**src/rtl/approx_mul_rr_arbiter.sv**
```systemverilog
// Round-robin front end that time-shares one external 8x8 approximate multiplier core.
// Optional error monitor (exact-vs-core difference, saturating accumulator) under APPROX_MUL_ERR_MON_EN.
module approx_mul_rr_arbiter #(
    parameter int NUM_REQ = 4,
    parameter int ID_W    = 2,
    parameter int CNT_W   = 16
) (
    input  logic                 clk,
    input  logic                 rst_n,
    input  logic [NUM_REQ-1:0]   req_valid,
    output logic [NUM_REQ-1:0]   req_ready,
    input  logic [8*NUM_REQ-1:0] req_x,
    input  logic [8*NUM_REQ-1:0] req_y,
    output logic [7:0]           mul_x,
    output logic [7:0]           mul_y,
    input  logic [15:0]          mul_z,
    output logic                 resp_valid,
    input  logic                 resp_ready,
    output logic [ID_W-1:0]      resp_id,
    output logic [15:0]          resp_z,
`ifdef APPROX_MUL_ERR_MON_EN
    output logic [15:0]          resp_err,
    output logic [23:0]          err_acc,
`endif
    output logic [CNT_W-1:0]     issue_cnt
);

    logic [7:0]       lane_x [NUM_REQ];
    logic [7:0]       lane_y [NUM_REQ];

    logic             op_valid_reg;
    logic [ID_W-1:0]  op_id_reg;
    logic [7:0]       mul_x_reg;
    logic [7:0]       mul_y_reg;
    logic             resp_valid_reg;
    logic [ID_W-1:0]  resp_id_reg;
    logic [15:0]      resp_z_reg;
    logic [CNT_W-1:0] issue_cnt_reg;
    logic [ID_W-1:0]  rr_ptr_reg;

    logic               res_load;
    logic               op_load;
    logic [NUM_REQ-1:0] grant;
    logic               grant_found;
    logic [ID_W-1:0]    grant_id;
    logic [7:0]         sel_x;
    logic [7:0]         sel_y;
    logic [ID_W-1:0]    rr_ptr_next;
    logic               accept;

    genvar gi;
    generate
        for (gi = 0; gi < NUM_REQ; gi++) begin : g_lane
            assign lane_x[gi] = req_x[8*gi +: 8];
            assign lane_y[gi] = req_y[8*gi +: 8];
        end
    endgenerate

    assign res_load = !resp_valid_reg || resp_ready;
    assign op_load  = !op_valid_reg || res_load;

    // Offset k from the pointer is tested before offset k+1, so the first hit wins.
    always_comb begin
        grant       = '0;
        grant_found = 1'b0;
        grant_id    = '0;
        sel_x       = '0;
        sel_y       = '0;
        for (int k = 0; k < NUM_REQ; k++) begin
            int target;
            target = int'(rr_ptr_reg) + k;
            if (target >= NUM_REQ) begin
                target = target - NUM_REQ;
            end
            for (int i = 0; i < NUM_REQ; i++) begin
                if (!grant_found && (target == i) && req_valid[i]) begin
                    grant_found = 1'b1;
                    grant[i]    = 1'b1;
                    grant_id    = ID_W'(i);
                    sel_x       = lane_x[i];
                    sel_y       = lane_y[i];
                end
            end
        end
    end

    always_comb begin
        rr_ptr_next = '0;
        if (int'(grant_id) != NUM_REQ - 1) begin
            rr_ptr_next = grant_id + ID_W'(1);
        end
    end

    // Ready is held low for the whole reset, not just until the first clock.
    assign req_ready = grant & {NUM_REQ{op_load && rst_n}};
    assign accept    = grant_found && op_load;

    always_ff @(posedge clk or negedge rst_n) begin
        if (!rst_n) begin
            op_valid_reg  <= 1'b0;
            op_id_reg     <= '0;
            mul_x_reg     <= '0;
            mul_y_reg     <= '0;
            issue_cnt_reg <= '0;
            rr_ptr_reg    <= '0;
        end else if (op_load) begin
            op_valid_reg <= accept;
            if (accept) begin
                op_id_reg     <= grant_id;
                mul_x_reg     <= sel_x;
                mul_y_reg     <= sel_y;
                rr_ptr_reg    <= rr_ptr_next;
                issue_cnt_reg <= issue_cnt_reg + CNT_W'(1);
            end
        end
    end

    always_ff @(posedge clk or negedge rst_n) begin
        if (!rst_n) begin
            resp_valid_reg <= 1'b0;
            resp_id_reg    <= '0;
            resp_z_reg     <= '0;
        end else if (res_load) begin
            resp_valid_reg <= op_valid_reg;
            if (op_valid_reg) begin
                resp_id_reg <= op_id_reg;
                resp_z_reg  <= mul_z;
            end
        end
    end

`ifdef APPROX_MUL_ERR_MON_EN
    logic [15:0] exact_prod;
    logic [15:0] abs_err;
    logic [15:0] resp_err_reg;
    logic [23:0] err_acc_reg;
    logic [24:0] err_sum;

    assign exact_prod = {8'd0, mul_x_reg} * {8'd0, mul_y_reg};
    assign abs_err    = (exact_prod >= mul_z) ? (exact_prod - mul_z) : (mul_z - exact_prod);
    assign err_sum    = {1'b0, err_acc_reg} + {9'd0, resp_err_reg};

    always_ff @(posedge clk or negedge rst_n) begin
        if (!rst_n) begin
            resp_err_reg <= '0;
            err_acc_reg  <= '0;
        end else begin
            if (res_load && op_valid_reg) begin
                resp_err_reg <= abs_err;
            end
            // Accumulate the error of the response leaving this cycle; clamp on carry-out.
            if (resp_valid_reg && resp_ready) begin
                err_acc_reg <= err_sum[24] ? 24'hFF_FFFF : err_sum[23:0];
            end
        end
    end

    assign resp_err = resp_err_reg;
    assign err_acc  = err_acc_reg;
`endif

    assign mul_x      = mul_x_reg;
    assign mul_y      = mul_y_reg;
    assign resp_valid = resp_valid_reg;
    assign resp_id    = resp_id_reg;
    assign resp_z     = resp_z_reg;
    assign issue_cnt  = issue_cnt_reg;

endmodule

```
**config.mk**
```make
export PLATFORM = sky130hd
export DESIGN_NAME = approx_mul_rr_arbiter
export DESIGN_NICKNAME = d
export VERILOG_FILES = /design/src/rtl/approx_mul_rr_arbiter.sv
export SDC_FILE = /design/constraint.sdc
export NUM_CORES = 1
export LEC_CHECK = 0
export ABC_AREA = 1
export CAP_MARGIN = 20
export CORE_ASPECT_RATIO = 1.25
export CORE_MARGIN = 2
export CORE_UTILIZATION = 45
export CTS_BUF_LIST = sky130_fd_sc_hd__clkbuf_16
export DETAILED_ROUTE_END_ITERATION = 6
export MAX_ROUTING_LAYER = met4
export PLACE_DENSITY = 0.79
export SYNTH_ARGS = -nofsm -noshare
export SYNTH_HDL_FRONTEND = slang
export SYNTH_SLANG_ARGS = --single-unit
```
**constraint.sdc**
```tcl
create_clock -name clk -period 3.1 [get_ports clk]
set_input_delay 0.62 -clock clk [delete_from_list [all_inputs] [get_ports clk]]
set_output_delay 0.62 -clock clk [all_outputs]
set_load 0.02 [all_outputs]
```
# Word level (Yosys, flattened, before mapping)
# Index checks and enable logic that the tools add are counted.
dict set report totals {
  register_bits 56
  inputBits 87
  out_inout_bits 55
  word_cells 177
}
dict set report classes {
  add_sub_neg 9
  order_cmp 4
  eq_ne 13
  mux 83
  bitwise 1
  reduce_logical 58
}
# op n
set op_table {}
lappend op_table {{== test 32 x 3 -> 1 bit, second input constant} 8}
lappend op_table {{two-way mux 8 bit} 32}
lappend op_table {{== test 32 x 2 -> 1 bit, second input constant} 4}
lappend op_table {{logical NOT 32 bit} 4}
lappend op_table {{two-way mux 32 bit} 4}
lappend op_table {{logical AND 1 bit} 33}
lappend op_table {{two-way mux 1 bit} 32}
lappend op_table {{two-way mux 2 bit} 15}
lappend op_table {{logical NOT 1 bit} 17}
lappend op_table {{adder 16 x 1 -> 16 bit, second input constant} 1}
lappend op_table {{subtractor 3 x 3 -> 4 bit, second input constant} 3}
lappend op_table {{greater-or-equal comparator 3 bit, second input constant} 3}
lappend op_table {{adder 2 x 2 -> 3 bit, second input constant} 2}
lappend op_table {{bitwise AND 4 bit} 1}
lappend op_table {{AND reduction 2 bit} 2}
lappend op_table {{subtractor 2 x 3 -> 4 bit, second input constant} 1}
lappend op_table {{adder 2 x 1 -> 3 bit, second input constant} 1}
lappend op_table {{greater-or-equal comparator 2 x 3 -> 1 bit, second input constant} 1}
lappend op_table {{adder 2 x 1 -> 2 bit, second input constant} 1}
lappend op_table {{logical OR 1 bit} 2}
lappend op_table {{inequality test 2 x 1 -> 1 bit, second input constant} 1}

# Depth between registers and ports, before layout
# Gate-level depths: netlist of run 1.
dict set report logic_depth {
  depth_word 67
  depth_mapped 18
  depth_no_buf 16
}

# Worst setup path before layout of run 1
# No wires, ideal clock.
dict set report synth_timing {
  path_kind {input -> output}
  from {input port req_valid[2]}
  to {output port req_ready[3]}
  arrival_ns 2.694
  required_ns 2.480
  path_slack_ns -0.214
  path_stages 11
  n_path_buf 2
  path_cell_list {clkbuf_1 > nand3_2 > nand2_2 > nor2_8 > nand4_4 > nor3_4 > nand4_1 > nor2_1 > nand4_1 > buf_2 > a21oi_1}
}
dict set report synth_via {
  elab_chain_len 55
  word_cells_on_any_way 58
  classes_between {mux (17); bitwise (1); reduce/logical (40)}
}
# element line
set synth_lines {}
lappend synth_lines {{start: declaration} 10} ;# input logic [NUM_REQ-1:0] req_valid,
lappend synth_lines {{logical AND 1 bit} 76} ;# if (!grant_found && (target == i) && req_valid[i]) begin
lappend synth_lines {{two-way mux 1 bit} 76}
lappend synth_lines {{logical NOT 1 bit} 76}
lappend synth_lines {{logical AND 1 bit (2 in a row)} 76}
lappend synth_lines {{two-way mux 1 bit} 76}
lappend synth_lines {{logical NOT 1 bit} 76}
lappend synth_lines {{logical AND 1 bit (2 in a row)} 76}
lappend synth_lines {{two-way mux 1 bit} 76}
lappend synth_lines {{[35 not listed]} --}
lappend synth_lines {{two-way mux 1 bit} 76}
lappend synth_lines {{logical NOT 1 bit} 76}
lappend synth_lines {{logical AND 1 bit (2 in a row)} 76}
lappend synth_lines {{two-way mux 1 bit} 76}
lappend synth_lines {{logical NOT 1 bit} 76}
lappend synth_lines {{logical AND 1 bit (2 in a row)} 76}
lappend synth_lines {{two-way mux 1 bit *} 76}
lappend synth_lines {{bitwise AND 4 bit *} 95} ;# assign req_ready = grant & {NUM_REQ{op_load && rst_n}};
lappend synth_lines {{end: declaration} 11} ;# output logic [NUM_REQ-1:0] req_ready,
# Mark *: on every way between the ends. The rest lies on a longest branch, timed or not.

# Worst setup path after layout of run 1
dict set report layout_timing {
  from {input port req_valid[0]}
  to {output port req_ready[1]}
}
# The elaborated chain is that of the path after synthesis.

==> reports/results.ini, run 1 <==
[pwr]
p_comb_frac = 0.709
clkPwrFrac = 0.100
pwr_density_cell_nw_per_um2 = 867
power.switching_mw = 3.12
p_leak_nw = 3.59
seqPwrFrac = 0.192
switching_share = 0.490
internal_power_mw = 3.24
ir_drop_mv = 0.710

[cells_and_area]
diodes = 0
fin_area_um2 = 7340
areaGrowthSynthToFinish_pct = 42.9
final_nets = 1134
fillCellCount = 1005
drive_above_1_share = 0.127

[global_route]
grt_pass1_wl_um = 29000
grt-ovfl-total = 0
grt_pass1_vias = 5937
antenna_found_initial = 0
grt_usage = 0.304
grt_max_degree = 57

[synth]
synth_adder_area_share = 0.00487
avgSynthCellArea_um2 = 5.93
syn_nets = 955
muxShareOfSynthArea = 0.0373
seq_area_frac_synth = 0.273
netlist_instances = 866
synth_xor_area_frac = 0.0222
synth_warnings = 0
synth_top_family_by_area = simple AND/OR/NAND/NOR gates
synth_compound_area_frac = 0.0171
syn_area_um2 = 5130
ys_ff_latch = 56
async_flop_share = 1.00
ys_types = 34
synthFlopType = dfrtp_1
synth-edff-count = 0
yosys.area_share.simple = 0.547

[job]
maxCapViolCount = 0

[cts]
cts_buffer_depth = 2
holdBufCountCts = 0
clockRootBuffer = clkbuf_16
clock_sinks = 56
cts_tree = done
clk_latency_ps = 290
cts_buffers = 5
cts.clk_slew.worst_paths_ps = 70
htree_levels = 2

[routing]
routed_wl_um = 18400
vias = 6331
drc_errors = 1
first_iter_violations = 522
ant_nets = 0
via_per_inst = 5.36
firstDrtPassIters = 7
post_drt_wl_per_cell_um = 15.6

[timing]
rsz0062_at_grt = false
setup_violations = 0
finalHoldViolCount = 0
slew_headroom = 0.515
layout_min_cycle_time_ps = 2990
fin_hold_ws_ps = 483
skew_ps = 2.76
maxSlewViolCount = 0
final.period_utilization = 0.966
worstMarginPinSlew_ps = 726
setup_tns_ps = 0
max_freq_mhz = 334

[outcome]
status = complete, but fails checks
violations = design-rule violations

[setup_path]
cp-end-kind = output port
crit_type = input port to output port
crit_fanout = 14
critPathLaunchType = input port
crit_required_ps = 2480
worst_ep_arrival_time_ps = 2370

[floorplan]
std_cell_rows = 43
die_x_um = 99.5
core_um2 = 11100
num_io_pins = 142
die_y_um = 123
initial_core_util = 0.461
die-area_um2 = 12300

[placement]
io_buffers = 141
place_congestion = 1.02
dpl.hpwl_um = 13400
placed_area_um2 = 7120

[worst_hold_path]
hold_class = register to register

## routing by layer
layer | routed length [um] | vias to the layer above | share of wire | GRT usage
li1 | - | 3132 | - | -
met2 | 9070 | 336 | 0.49 | 0.513
met4 | 522 | 0 | 0.028 | 0.139
met5 | 0 | - | 0 | -
met3 | 1600 | 55 | 0.087 | 0.0435
met1 | 7210 | 2808 | 0.39 | 0.361
## worst max-delay path: stages
cell	delay, ps
dlygate4sd2_1	290
nand2_2	110
nand2_4	80
nor2_8	120
nand4_4	100
nor3_4	230
buf_4	140
buf_6	150
nand2_1	120
a41oi_4	220
buf_2	200
## worst paths after layout
check / startpoint / endpoint / slack [ps] / cells past startpoint
max in group asynchronous: rst_n / rr_ptr_reg[0] / 2070 / 2
min in group asynchronous: rst_n / mul_x[2] / 520 / 2
worst max register to register: rr_ptr_reg[0] / rr_ptr_reg[0] / 350 / 14
worst max-delay path: req_valid[0] / req_ready[1] / 110 / 11
worst min-delay path: mul_y[6] / mul_y[6] / 480 / 2
worst min register to register: mul_y[6] / mul_y[6] / 480 / 2
## through the flow
step	utilization	cells	power, mW	setup slack (ps)
after global routing	0.659	1181	6.84	0.954
after floorplan	-	866	3.84	-10.2
final	0.659	1181	6.36	105
after CTS	0.656	1179	6.28	4.47
after global placement	0.640	1171	5.52	-655
after detailed placement	0.640	1171	5.59	-666
## logic make-up (layout without fill, tap and decap cells)
group	Yosys count	after routing
muxes	17	17
AOI/OAI and AO/OA	16	16
DFF	56	56
and+or+nand+nor	637	637
buffers and inverters	125	305
xor gates and xnor gates	13	13
adders and majority gates	2	2
## layout make-up
| class | count | area, um2 | area share |
|---|---|---|---|
| clock inverter | 3 | 42.5 | 0.00580 |
| sequential | 56 | 1400 | 0.191 |
| clock buffer | 5 | 125 | 0.0171 |
| tap | 135 | 169 | 0.0230 |
| inverter | 86 | 323 | 0.0440 |
| multi-input combinational | 685 | 3320 | 0.453 |
| timing repair buffer | 211 | 1950 | 0.266 |
## Yosys cell counts (2+ instances only)
cell,count,area [um2]
o21ai_0,12,60.1
nand2_2,3,18.8
nand2_1,201,754
ha_1,2,25.0
nor4_1,2,12.5
inv_1,80,300
nor2_1,215,807
nor2_2,3,18.8
nand4_1,34,213
xnor2_1,8,70.1
buf_2,9,45.0
buf_4,3,22.5
mux2_2,17,191
nor2_4,3,33.8
buf_6,2,22.5
dfrtp_1,56,1400
nor3_1,36,180
nand3_1,131,656
inv_2,5,18.8
clkbuf_1,22,82.6
nand3_2,3,30.0
buf_1,3,11.3
xor2_1,5,43.8
## power by group through the flow
stage | logic [mW] | registers [mW] | clock network (mW)
after floorplan | 2.36 | 1.48 | 0
after detailed placement | 4.37 | 1.22 | 0
after CTS | 4.42 | 1.21 | 0.644
after global routing | 4.91 | 1.25 | 0.675
final | 4.51 | 1.22 | 0.633
after global placement | 4.31 | 1.21 | 0
## cell usage in the layout (no fill, tap or decap), types with 3 or more instances in the layout
cell type / n
nor2_4: 4
nor2_1: 212
nand2_1: 199
xor2_1: 5
mux2_2: 17
inv_2: 5
nand4_1: 34
o21ai_0: 11
nand2_2: 3
nand3_1: 130
clkdlybuf4s50_1: 132
buf_6: 6
nor3_1: 36
buf_4: 66
dfrtp_1: 54
clkbuf_16: 5
inv_1: 81
nor2_2: 5
xnor2_1: 8
## what timing repair did
action	in CTS	in global routing
endpoints found under the setup margin	5	6
setup buffers	0	2
resized for setup	31	10
pin swaps	5	7
Power figures use the tool's default switching activity.
==> inputs of run 2 (changes only) <==
==> constraint.sdc (replaced) <==
create_clock -name clk -period 3.1 [get_ports clk]
set_input_delay 0.465 -clock clk [delete_from_list [all_inputs] [get_ports clk]]
set_output_delay 0.465 -clock clk [all_outputs]
set_load 0.02 [all_outputs]
==> reports/results.ini, run 2 (same netlist as run 1, synthesis figures left out) <==
[placement]
dpl.hpwl_um = 13600  ; +1.3%
preCtsSetupSlack_ps = -174  ; +492 ps
io_buffers = 141  ; unchanged
place_congestion = 0.988  ; -2.7%

[cts]
holdBufCountCts = 0  ; unchanged
htree_levels = 2  ; unchanged
cts_tree = done
cts_buffers = 5  ; unchanged
cts_buffer_depth = 2  ; unchanged
clock_sinks = 56  ; unchanged
cts.clk_slew.worst_paths_ps = 90  ; +20 ps
clk_latency_ps = 310  ; +20 ps
clockRootBuffer = clkbuf_16

[routing]
drc_errors = 0  ; -1
vias = 6397  ; +1.0%
post_drt_wl_per_cell_um = 15.7  ; +0.55%
ant_nets = 0  ; unchanged
via_per_inst = 5.41  ; +0.96%
first_iter_violations = 509  ; -2.5%
routed_wl_um = 18500  ; +0.64%
firstDrtPassIters = 5  ; -2

[global_route]
grt_max_degree = 57  ; unchanged
grt_pass1_vias = 5941  ; +0.067%
grt_usage = 0.307  ; +0.00312
grt_pass1_wl_um = 29200  ; +0.69%
grt-ovfl-total = 0  ; unchanged
antenna_found_initial = 0  ; unchanged

[setup_path]
crit_type = input port to output port
cp_slowest_cell = clkdlybuf4s50_1
critical_path_depth = 12  ; +1
cp_num_buf_inv = 7  ; +3
crit_chain = clkdlybuf4s50_1 > buf_4 > inv_1 > nor2_1 > inv_2 > nand4_4 > buf_4 > nor2_4 > buf_6 > a211oi_1 > nor2_1 > dlygate4sd2_1
critPathMaxStageDelay_ps = 510  ; +220 ps
cp-end-kind = output port
crit_fanout = 21  ; +7
r2r_cells = 17  ; +3
worst_ep_arrival_time_ps = 2480  ; +110 ps
crit_required_ps = 2630  ; +150 ps
ff2ff_setup_slack_ps = 370  ; +20 ps
path_delay_family = buffers and inverters
critPathLaunchType = input port

[pwr]
p_leak_nw = 3.57  ; -0.46%
ir_drop_mv = 0.476  ; -33%
pwr_density_cell_nw_per_um2 = 854  ; -1.5%

[timing]
layout_min_cycle_time_ps = 2940  ; -52.3 ps
setup_tns_ps = 0  ; unchanged
setup_ws_ps = 158  ; +52.3 ps
worstMarginPinSlew_ps = 760  ; +33.7 ps
maxSlewViolCount = 0  ; unchanged
rsz0062_at_grt = false
finalHoldViolCount = 0  ; unchanged
final.period_utilization = 0.949  ; -0.0169
skew_ps = 13.4  ; +10.6 ps
setup_violations = 0  ; unchanged
slew_headroom = 0.492  ; -0.0225
max_freq_mhz = 340  ; +1.8%

[worst_hold_path]
hold_class = input port to asynchronous set/reset pin

[cells_and_area]
areaGrowthSynthToFinish_pct = 40.8
final_nets = 1135  ; +0.088%
final_cell_mix = 215 x nor2_1, 201 x nand2_1, 135 x clkdlybuf4s50_1, 131 x nand3_1, 80 x inv_1
multiInputGateArea_um2 = 3240  ; -2.6%
diodes = 0  ; unchanged
seqCellArea_um2 = 1400  ; unchanged
drive_above_1_share = 0.118  ; -0.00872
layout_commonest_cell = nor2_1
fillCellCount = 1016  ; +1.1%

[floorplan]
num_io_pins = 142  ; unchanged
die-area_um2 = 12300  ; unchanged
die_y_um = 123  ; unchanged
std_cell_rows = 43  ; unchanged
core_um2 = 11100  ; unchanged
initial_core_util = 0.461  ; unchanged
die_x_um = 99.5  ; unchanged

[job]
maxCapViolCount = 0  ; unchanged

[outcome]
status = finished, final reports clean

-- run 2: power by group --
part | internal (mW) | switching (mW)
clock network | 0.313 | 0.322
logic | 1.77 | 2.53
registers | 1.02 | 0.219
total | 3.10 | 3.07
-- run 2: area by class of cell --
class / instances / area share
Tap cell: 135 / 0.0234
Timing Repair Buffer: 212 / 0.269
Sequential cell: 56 / 0.194
Multi-Input combinational cell: 685 / 0.448
Inverter: 86 / 0.0447
Clock inverter: 3 / 0.00398
Clock buffer: 5 / 0.0173
-- run 2: metal layers --
metal / global-route usage / wire [um] / up-vias
li1: - / - / 3149
met1: 0.369 / 7310 / 2846
met2: 0.512 / 8870 / 339
met3: 0.0492 / 1650 / 63
met4: 0.134 / 694 / 0
met5: - / 0 / -
-- run 2: final timing paths --
path	endpoint	start
max in group asynchronous	rr_ptr_reg[0]	rst_n
hold reg to reg	mul_y[2]	mul_y[2]
setup / recovery	req_ready[0]	req_valid[1]
min in group clk	mul_y[2]	mul_y[2]
hold / removal	issue_cnt[5]	rst_n
setup reg to reg	op_id_reg[0]	rr_ptr_reg[0]
-- run 2: worst register-to-register path: stages (launching register included) --
cell	delay, ps
dfrtp_2	540
inv_2	130
nand3_2	90
nand2_2	100
nor2_8	110
nand4_4	100
buf_4	190
nor2_4	100
nand4_2	100
buf_4	160
nor2_4	90
nand3_2	100
nor2_4	110
nand2_1	70
nand2_2	180
inv_2	220
nand2_1	120
o21ai_0	80
-- run 2: per-stage QoR --
step	util	hold slack, ps	power, mW	cell area (um2)	instances
final	0.649	343	6.17	7230	1182
after global routing	0.649	413	6.65	7230	1182
after CTS	0.649	357	6.14	7230	1182
after detailed placement	0.635	465	5.49	7080	1174
after global placement	0.635	464	5.45	7080	1174
after floorplan	-	169	3.77	5130	866
-- run 2: timing repair --
| item | CTS | global route |
|---|---|---|
| endpoints found under the setup margin | 4 | 4 |
| gates resized for setup | 6 | 11 |
| gates cloned | 0 | 0 |
| buffers inserted | 0 | 0 |
==> inputs of run 3 (changes only) <==
--- a/config.mk
+++ b/config.mk
@@ -14,6 +14,7 @@
 export DETAILED_ROUTE_END_ITERATION = 6
 export MAX_ROUTING_LAYER = met4
 export PLACE_DENSITY = 0.79
+export SLEW_MARGIN = 20
 export SYNTH_ARGS = -nofsm -noshare
 export SYNTH_HDL_FRONTEND = slang
 export SYNTH_SLANG_ARGS = --single-unit
==> results of run 3 <==
No change in the layout: final DEF, timing and power equal those of run 2.
